File: src/rtl/mem_stage_ctrl.sv
// -----------------------------------------------------------------------------
// mem_stage_ctrl
//
// Memory-access stage controller between the execute stage and a data memory
// with a registered (one-cycle read latency) interface. It accepts one
// LOAD/STORE/PUSH/POP request at a time over a valid/ready handshake, owns the
// stack pointer, drives the memory strobes for exactly one cycle, waits out the
// read latency, and returns the result over a valid/ready response channel.
//
// Optional feature macro: MEM_STAGE_BOUNDS_CHECK_EN
//   defined   : LOAD/STORE into the stack region, PUSH when full and POP when
//               empty are rejected with resp_error=1 and no memory access.
//   undefined : no checks, every request accesses memory, resp_error stays 0,
//               and the stack pointer wraps modulo 2^SP_W.
//
// Parameters:
//   MEM_DEPTH  : data memory depth in 32-bit words
//   STACK_BASE : first stack word; words below it form the normal region
//   SP_W       : width of the stack pointer
//
// Ports:
//   clk, reset              : rising-edge clock, synchronous active-high reset
//   req_valid/req_ready     : request handshake
//   req_op                  : 0=LOAD 1=STORE 2=PUSH 3=POP
//   req_addr, req_wdata     : word address (LOAD/STORE), write data
//   resp_valid/resp_ready   : response handshake
//   resp_rdata, resp_error  : load/pop data (0 otherwise), rejection flag
//   MemAddr, MemRD, MemWR   : memory address and strobes
//   StackOP, stack_pointer  : stack access select and current SP
//   MemDataIn, MemDataOut   : memory write data, memory read data
//   sp_empty, sp_full       : SP==STACK_BASE, SP==MEM_DEPTH-1
// -----------------------------------------------------------------------------
module mem_stage_ctrl #(
  parameter int MEM_DEPTH  = 16,
  parameter int STACK_BASE = MEM_DEPTH / 2,
  parameter int SP_W       = 32
) (
  input  logic            clk,
  input  logic            reset,
  input  logic            req_valid,
  output logic            req_ready,
  input  logic [1:0]      req_op,
  input  logic [31:0]     req_addr,
  input  logic [31:0]     req_wdata,
  output logic            resp_valid,
  input  logic            resp_ready,
  output logic [31:0]     resp_rdata,
  output logic            resp_error,
  output logic [31:0]     MemAddr,
  output logic            MemRD,
  output logic            MemWR,
  output logic            StackOP,
  output logic [SP_W-1:0] stack_pointer,
  output logic [31:0]     MemDataIn,
  input  logic [31:0]     MemDataOut,
  output logic            sp_empty,
  output logic            sp_full
);

  typedef enum logic [1:0] {
    IDLE    = 2'd0,
    ACCESS  = 2'd1,
    CAPTURE = 2'd2,
    RESP    = 2'd3
  } state_t;

  typedef enum logic [1:0] {
    OP_LOAD  = 2'd0,
    OP_STORE = 2'd1,
    OP_PUSH  = 2'd2,
    OP_POP   = 2'd3
  } op_t;

  localparam logic [SP_W-1:0] SP_BASE    = SP_W'(STACK_BASE);
  localparam logic [SP_W-1:0] SP_TOP     = SP_W'(MEM_DEPTH - 1);
  localparam logic [SP_W-1:0] SP_ONE     = SP_W'(1);
  localparam logic [31:0]     STACK_ADDR = 32'(STACK_BASE);

  state_t          state;
  op_t             op;
  op_t             req_kind;
  logic            accept;
  logic            req_err;
  logic [SP_W-1:0] sp_next;

  // A request is only ever taken in IDLE, where req_ready is already high.
  assign req_kind = op_t'(req_op);
  assign accept   = (state == IDLE) && req_valid && req_ready;

  // Decide whether the incoming request must be rejected. Normal accesses may
  // not reach into the stack region, and the stack may neither overflow into
  // the reserved top slot nor underflow below its base. Without the bounds
  // feature every request is allowed through.
  always_comb begin
    req_err = 1'b0;
`ifdef MEM_STAGE_BOUNDS_CHECK_EN
    case (req_kind)
      OP_LOAD,
      OP_STORE: req_err = (req_addr >= STACK_ADDR);
      OP_PUSH:  req_err = sp_full;
      OP_POP:   req_err = sp_empty;
      default:  req_err = 1'b0;
    endcase
`endif
  end

  // Next stack pointer. POP pre-decrements on the accepting edge so the
  // memory sees the slot being popped during ACCESS; PUSH writes the current
  // free slot during ACCESS and only then post-increments on the exiting edge.
  // Arithmetic is plain SP_W-bit, so it wraps naturally when unchecked.
  always_comb begin
    sp_next = stack_pointer;
    if (accept && !req_err && (req_kind == OP_POP)) begin
      sp_next = stack_pointer - SP_ONE;
    end else if ((state == ACCESS) && (op == OP_PUSH)) begin
      sp_next = stack_pointer + SP_ONE;
    end
  end

  // Main controller: one registered FSM that also owns the stack pointer, the
  // status flags and every output. The flags are derived from sp_next so they
  // always describe the SP value that is visible in the same cycle.
  always_ff @(posedge clk) begin
    if (reset) begin
      state         <= IDLE;
      op            <= OP_LOAD;
      req_ready     <= 1'b1;
      resp_valid    <= 1'b0;
      resp_error    <= 1'b0;
      resp_rdata    <= '0;
      MemAddr       <= '0;
      MemDataIn     <= '0;
      MemRD         <= 1'b0;
      MemWR         <= 1'b0;
      StackOP       <= 1'b0;
      stack_pointer <= SP_BASE;
      sp_empty      <= 1'b1;
      sp_full       <= 1'b0;
    end else begin
      stack_pointer <= sp_next;
      sp_empty      <= (sp_next == SP_BASE);
      sp_full       <= (sp_next == SP_TOP);

      case (state)
        IDLE: begin
          if (accept) begin
            req_ready  <= 1'b0;
            op         <= req_kind;
            resp_rdata <= '0;
            resp_error <= req_err;
            if (req_err) begin
              // Rejected: skip the memory entirely and answer immediately.
              resp_valid <= 1'b1;
              state      <= RESP;
            end else begin
              state <= ACCESS;
              case (req_kind)
                OP_LOAD: begin
                  MemAddr <= req_addr;
                  MemRD   <= 1'b1;
                end
                OP_STORE: begin
                  MemAddr   <= req_addr;
                  MemDataIn <= req_wdata;
                  MemWR     <= 1'b1;
                end
                OP_PUSH: begin
                  StackOP   <= 1'b1;
                  MemWR     <= 1'b1;
                  MemDataIn <= req_wdata;
                end
                OP_POP: begin
                  StackOP <= 1'b1;
                  MemRD   <= 1'b1;
                end
                default: begin
                  MemRD <= 1'b0;
                end
              endcase
            end
          end
        end

        ACCESS: begin
          // Strobes live for exactly this one cycle.
          MemRD   <= 1'b0;
          MemWR   <= 1'b0;
          StackOP <= 1'b0;
          if ((op == OP_LOAD) || (op == OP_POP)) begin
            state <= CAPTURE;
          end else begin
            resp_valid <= 1'b1;
            state      <= RESP;
          end
        end

        CAPTURE: begin
          // Read data from the registered memory is valid in this cycle.
          resp_rdata <= MemDataOut;
          resp_valid <= 1'b1;
          state      <= RESP;
        end

        RESP: begin
          // Response fields hold until the consumer takes them; req_ready
          // only returns in IDLE, so no request overlaps a completing one.
          if (resp_ready) begin
            resp_valid <= 1'b0;
            req_ready  <= 1'b1;
            state      <= IDLE;
          end
        end

        default: begin
          state <= IDLE;
        end
      endcase
    end
  end

endmodule

File: config.mk
export PLATFORM = sky130hd
export DESIGN_NAME = mem_stage_ctrl
export DESIGN_NICKNAME = d
export VERILOG_FILES = /design/src/rtl/mem_stage_ctrl.sv
export SDC_FILE = /design/constraint.sdc
export NUM_CORES = 1
export LEC_CHECK = 0
export ABC_AREA = 1
export BUFFER_PORTS_ARGS = -buffer_cell sky130_fd_sc_hd__buf_2
export CAP_MARGIN = 20
export CORE_MARGIN = 2
export CORE_UTILIZATION = 51
export DETAILED_ROUTE_END_ITERATION = 16
export PLACE_DENSITY_LB_ADDON = 0.25
export SETUP_SLACK_MARGIN = 0.2
export SYNTH_ARGS = -nofsm -noshare
export SYNTH_HDL_FRONTEND = slang
export SYNTH_SLANG_ARGS = --single-unit
File: constraint.sdc
create_clock -name clk -period 2.3 [get_ports clk]
set_input_delay 0.46 -clock clk [delete_from_list [all_inputs] [get_ports clk]]
set_output_delay 0.46 -clock clk [all_outputs]
set_load 0.01 [all_outputs]
# After elaboration in Yosys (flattened, before gate mapping)
# Cells that the tools add are included.
[word_totals]
wordCells = 80
regBits = 139
out_inout_bits = 136
in_bits = 102
[classes]
bitwise_logic = 1
addsub = 2
n_eq_ne = 16
mux = 23
reduce_logical = 25
[op_table]
columns = ["op", "n"]
rows = [
  ["two-way mux 32 bit", 3],
  ["equality test 32 x 4 -> 1 bit, second input constant", 2],
  ["case mux 32 bit (2 select lines)", 1],
  ["adder 32 x 1 -> 32 bit, second input constant", 1],
  ["subtractor 32 x 1 -> 32 bit, second input constant", 1],
  ["AND reduction 3 bit", 7],
  ["equality test 2 bit, second input constant", 6],
  ["!= test 2 bit, second input constant", 6],
  ["two-way mux 1 bit", 11],
  ["case mux 1 bit (2 select lines)", 4],
  ["case mux 2 bit (4 select lines)", 1],
  ["OR reduction 2 bit", 4],
  ["logical NOT 2 bit", 3],
  ["AND reduction 2 bit", 3],
  ["nonzero test 2 bit", 3],
  ["equality test 2 x 1 -> 1 bit, second input constant", 2],
  ["logical AND 1 bit", 4],
  ["two-way mux 2 bit", 2],
  ["case mux 1 bit (3 select lines)", 1],
  ["logical OR 1 bit", 1],
  ["inverter 1 bit", 1],
]

# Logic depth before layout (Yosys ltp)
[depth]
depth_word = 6
mapped_depth = 17
mapped_depth_nobuf = 17

# Worst setup path after synthesis
# Ideal clock, no wire load.
[synth_path]
path_kind = "flip-flop to flip-flop"
start = "reg state[0]"
end = "reg sp_full"
t_required_ps = 2236
stages_incl_launch_ff = 16
synth_period_minus_slack_ps = 1915
path_buffers = 2
slack_ps = 385
arrival_ps = 1851
setup_ps = 64
cell_sequence = "dfxtp_1 > inv_1 > ha_1 > buf_4 > nand4_4 > buf_4 > nand2_1 > nor2_1 > nand4_1 > nand3_1 > nand2_1 > a21oi_1 > nand2_1 > nor2_2 > nand2_1 > nor2_1"
[synth_via]
elab_chain_len = 6
elab_cells_between_ends = 9
classes_between = "eq/ne: 2; mux: 2; reduce/logical: 5"
[synth_lines]
columns = ["item", "line_no", "source"]
rows = [
  ["start: declaration", "79", "state_t state;"],
  ["start signal: assignment", "125", "state <= IDLE;"],
  ["start signal: assignment", "154", "state <= RESP;"],
  ["start signal: assignment", "156", "state <= ACCESS;"],
  ["logical NOT 2 bit", "88", "assign accept = (state == IDLE) && req_valid && req_ready;"],
  ["logical AND 1 bit (2 in a row)", "88", ""],
  ["logical AND 1 bit", "113", "if (accept && !req_err && (req_kind == OP_POP)) begin"],
  ["two-way mux 32 bit *", "113", ""],
  ["equality test 32 x 4 -> 1 bit *", "142", "sp_full <= (sp_next == SP_TOP);"],
  ["end signal: assignment", "142", ""],
  ["end: declaration", "57", "output logic sp_full"],
]
# Mark *: on every way between the ends. The rest lies on a longest branch, timed or not.
# A chain may end at the register's enable or synchronous reset.

# Worst setup path after layout
[layout_path]
start = "reg state[1]"
end = "reg sp_empty"
[layout_via]
elab_chain_len = 6
elab_cells_between_ends = 9
classes_between = "eq/ne: 2; mux: 2; reduce/logical: 5"
[layout_lines]
columns = ["item", "line_no", "source"]
rows = [
  ["logical NOT 2 bit", "88", ""],
  ["logical AND 1 bit (2 in a row)", "88", ""],
  ["logical AND 1 bit", "113", ""],
  ["two-way mux 32 bit *", "113", ""],
  ["equality test 32 x 4 -> 1 bit *", "141", "sp_empty <= (sp_next == SP_BASE);"],
  ["end signal: assignment", "141", ""],
  ["end: declaration", "56", "output logic sp_empty,"],
]
# Marks and branches as above.

==> impl_results.md <==
* Sequential area share after synthesis at 40.7%
* Ys flop type: dfxtp_1
* Die Wd at 120 um
* Multi-input gate area at 3790 um^2
* Clk_skew at 0.0102 ns
* Fmax at 481 MHz
* Dominant cells by area after synthesis: dfxtp_1, nor2_1, nand2_1
* Avg WL per Cell at 14.8 um
* Final worst slack at 0.220 ns
* Syn Nets at 1135
* Status: complete, no violations
* Root buffer cell: clkbuf_16
* Core area at 13200 um^2
* Worst Tran Pin Value at 0.543 ns
* Worst IR Drop VDD at 0.728 mV
* CP Launch Point: state[1]
* Setup slack, reg-to-reg at 0.22 ns
* Pre-CTS setup slack at -0.0294 ns
* Total iterations of the first detailed-routing run at 5
* Hold endpoint: MemAddr[2]
* Max-cap viol count at 0
* Final core occ at 70.6%
* Post-synth EDFFs at 0
* First-pass GRT wire length at 34300 um
* Grt ovf at 0
* Input/output buffers at 236
* Req. time, crit path at 2.66 ns
* Count leader, synth: nor2_1
* Hold Vio Cnt, Final at 0
* Yosys cell types at 34
* Vias in the first global route at 7151
* Critical R2R Capture: sp_empty
* Cells after Synth at 1022
* Cell Rows at 42
* Fillers at 1146
* Fin crit period at 2.08 ns
* Final Slew Violations at 0
* Final antenna-violating net count at 0
* RSZ-0062 raised after global routing: yes
* # setup viols final at 0
* Total power at 0.00866 W
* YS warnings at 0
* LEAKAGE at 4.50 nW
* Final period utilization at 90.4%
* Layout cells sized above 1 at 30.7%
* Ys async rst share at 0%
* Mean Syn Cell Area at 6.69 um^2
* Worst-Skew Late Latency at 0.42 ns
* Post-DP HPWL at 15000 um
* DR vias/cell at 5.25
* Final #Nets at 1389
* Storage element area at 2800 um^2
* Vias at 7696
* Worst-path clk slew at 0.06 ns
* Worst-path fanout max at 7
* Mapped Area at 6840 um^2
* Leading area contributor after synthesis: dfxtp_1
* Total GRT Usage at 29.6%
* Drt initial violations at 746
* Max_slew headroom at 63.8%
* CTS max path bufs at 2
* Initial antenna violation count at 2
* I/O pin cnt at 238
* Initial Utilization at 51.8%
* DRC Markers at 0
* Clk sinks at 139
* Synth top cells by count: nor2_1, nand2_1, dfxtp_1
* Largest net degree at the start of global routing at 73
* Die Ht at 120 um
* RePlAce Congestion at 0.951
* Die ar. at 14300 um^2
* Power per Cell Area at 930 nW/um^2
* R2r worst-path depth at 14
* CP Capture Type: flop
* Hold Path Depth at 3
* P&R area growth vs syn at 36.2%
* Critical path class: flop to flop
* Routed WL at 21800 um
* Worst hold path type: input pin to flop
* Hold Startpoint: req_addr[2]
* CTS tree: yes
* Yosys top cell area share at 40.7%
* Worst EP arrival at 2.44 ns
* Reg2reg start: state[1]
* H-tree Lvls at 4
* CP Launch Type: flop
* CTS buffer count at 17
* Yosys reg bits at 139
[placed cells by master, fill, tap and decap left out, types with 3 or more instances in the layout]
cell type | netlist | routed
buf_2 | 9 | 236
nor2_1 | 233 | 225
nand2_1 | 196 | 189
dfxtp_1 | 139 | 129
nand3_1 | 113 | 108
o21ai_0 | 82 | 77
a21oi_1 | 61 | 60
inv_1 | 60 | 57
buf_4 | 4 | 39
clkbuf_16 | 0 | 19
nand4_1 | 18 | 18
nor2_2 | 12 | 16
nand2_2 | 7 | 10
nand3_2 | 3 | 8
dfxtp_2 | 0 | 8
nor2_4 | 2 | 6
nand3b_1 | 6 | 6
ha_1 | 11 | 6
buf_12 | 0 | 5
o21ai_2 | 2 | 4
inv_2 | 4 | 4
nand2_4 | 1 | 4
diode_2 | 0 | 3
and2_1 | 3 | 3
nor3_1 | 4 | 3
xor2_1 | 4 | 3
o21ai_1 | 1 | 3
inv_6 | 0 | 3
ha_4 | 0 | 3
bufinv_16 | 0 | 3
[what timing repair did]
action,in CTS,in global routing
setup buffers,0,5
setup endpoints to repair,35,35
gates cloned,0,2
resized for setup,17,54
hold buffers,0,0
pin swaps,3,21
[power by group]
| group | switching, W | leakage [nW] | internal, W |
|---|---|---|---|
| sequential | 0.000266 | 1.14 | 0.00282 |
| clock | 0.00105 | 0.290 | 0.00176 |
| combinational | 0.00169 | 3.07 | 0.00107 |
[kinds of logic after synthesis]
logic type,synth area share (%)
compound gates,10.9
other cells,0.0549
flops,40.7
xor+xnor,0.512
buf+inv,6.92
fa+ha+maj,2.01
simple gates,38.9
[layout make-up]
type	count	area share [%]
antenna	3	0.0806
clock buffer	21	4.94
clock inverter	9	1.48
inverter	64	2.69
multi-input combinational	770	40.7
sequential	139	30.1
tap	176	2.36
timing repair buffer	284	17.7
[layer usage]
metal  wire length (um)  part of all wire (%)  vias to the layer above  GRT usage [%]
met5                  0                     0                        -              0
met4                520                   2.4                        0           10.4
met3               1800                   8.3                       48           9.13
met2              10700                    49                      331           50.2
met1               8760                    40                     3491           35.3
li1                   -                     -                     3826              -
[per-stage QoR]
stage                     hold WS (ns)  cells  setup TNS, ns  area (um^2)
after detailed placement         0.439   1426        -0.0540         8380
after CTS                        0.278   1456              0         9030
final                            0.287   1466              0         9310
after floorplan                  0.435   1022              0         6840
after global placement           0.431   1426              0         8380
after global routing             0.290   1465              0         9310
[flip-flops by register name, summed over array words and instances, names as in the netlist]
register       flops
MemAddr           32
MemDataIn         32
MemRD              1
MemWR              1
StackOP            1
op                 2
req_ready          1
resp_rdata        32
resp_valid         1
sp_empty           1
sp_full            1
stack_pointer     32
state              2
[worst max-delay path by stage]
stage          endpoint  cells after the start
2_1_floorplan   sp_full                     15
3_3_place_gp    sp_full                     14
3_5_place_dp    sp_full                     14
4_1_cts         sp_full                     12
5_1_grt        sp_empty                     15
6_report       sp_empty                     14
[worst max-delay path, cell delays in order, from the launching register on]
cell and delay (ns):
dfxtp_4 0.36, inv_6 0.07, ha_4 0.17, nand4_4 0.17, buf_12 0.21, buf_4 0.16
o21ai_0 0.16, nand3_2 0.11, nand2_1 0.09, nand2_1 0.05, nor2_1 0.09, nand2_1 0.08
nor2_2 0.14, nand3_1 0.08, nand2_1 0.06
Note: power is estimated with default switching activity, not from simulation.
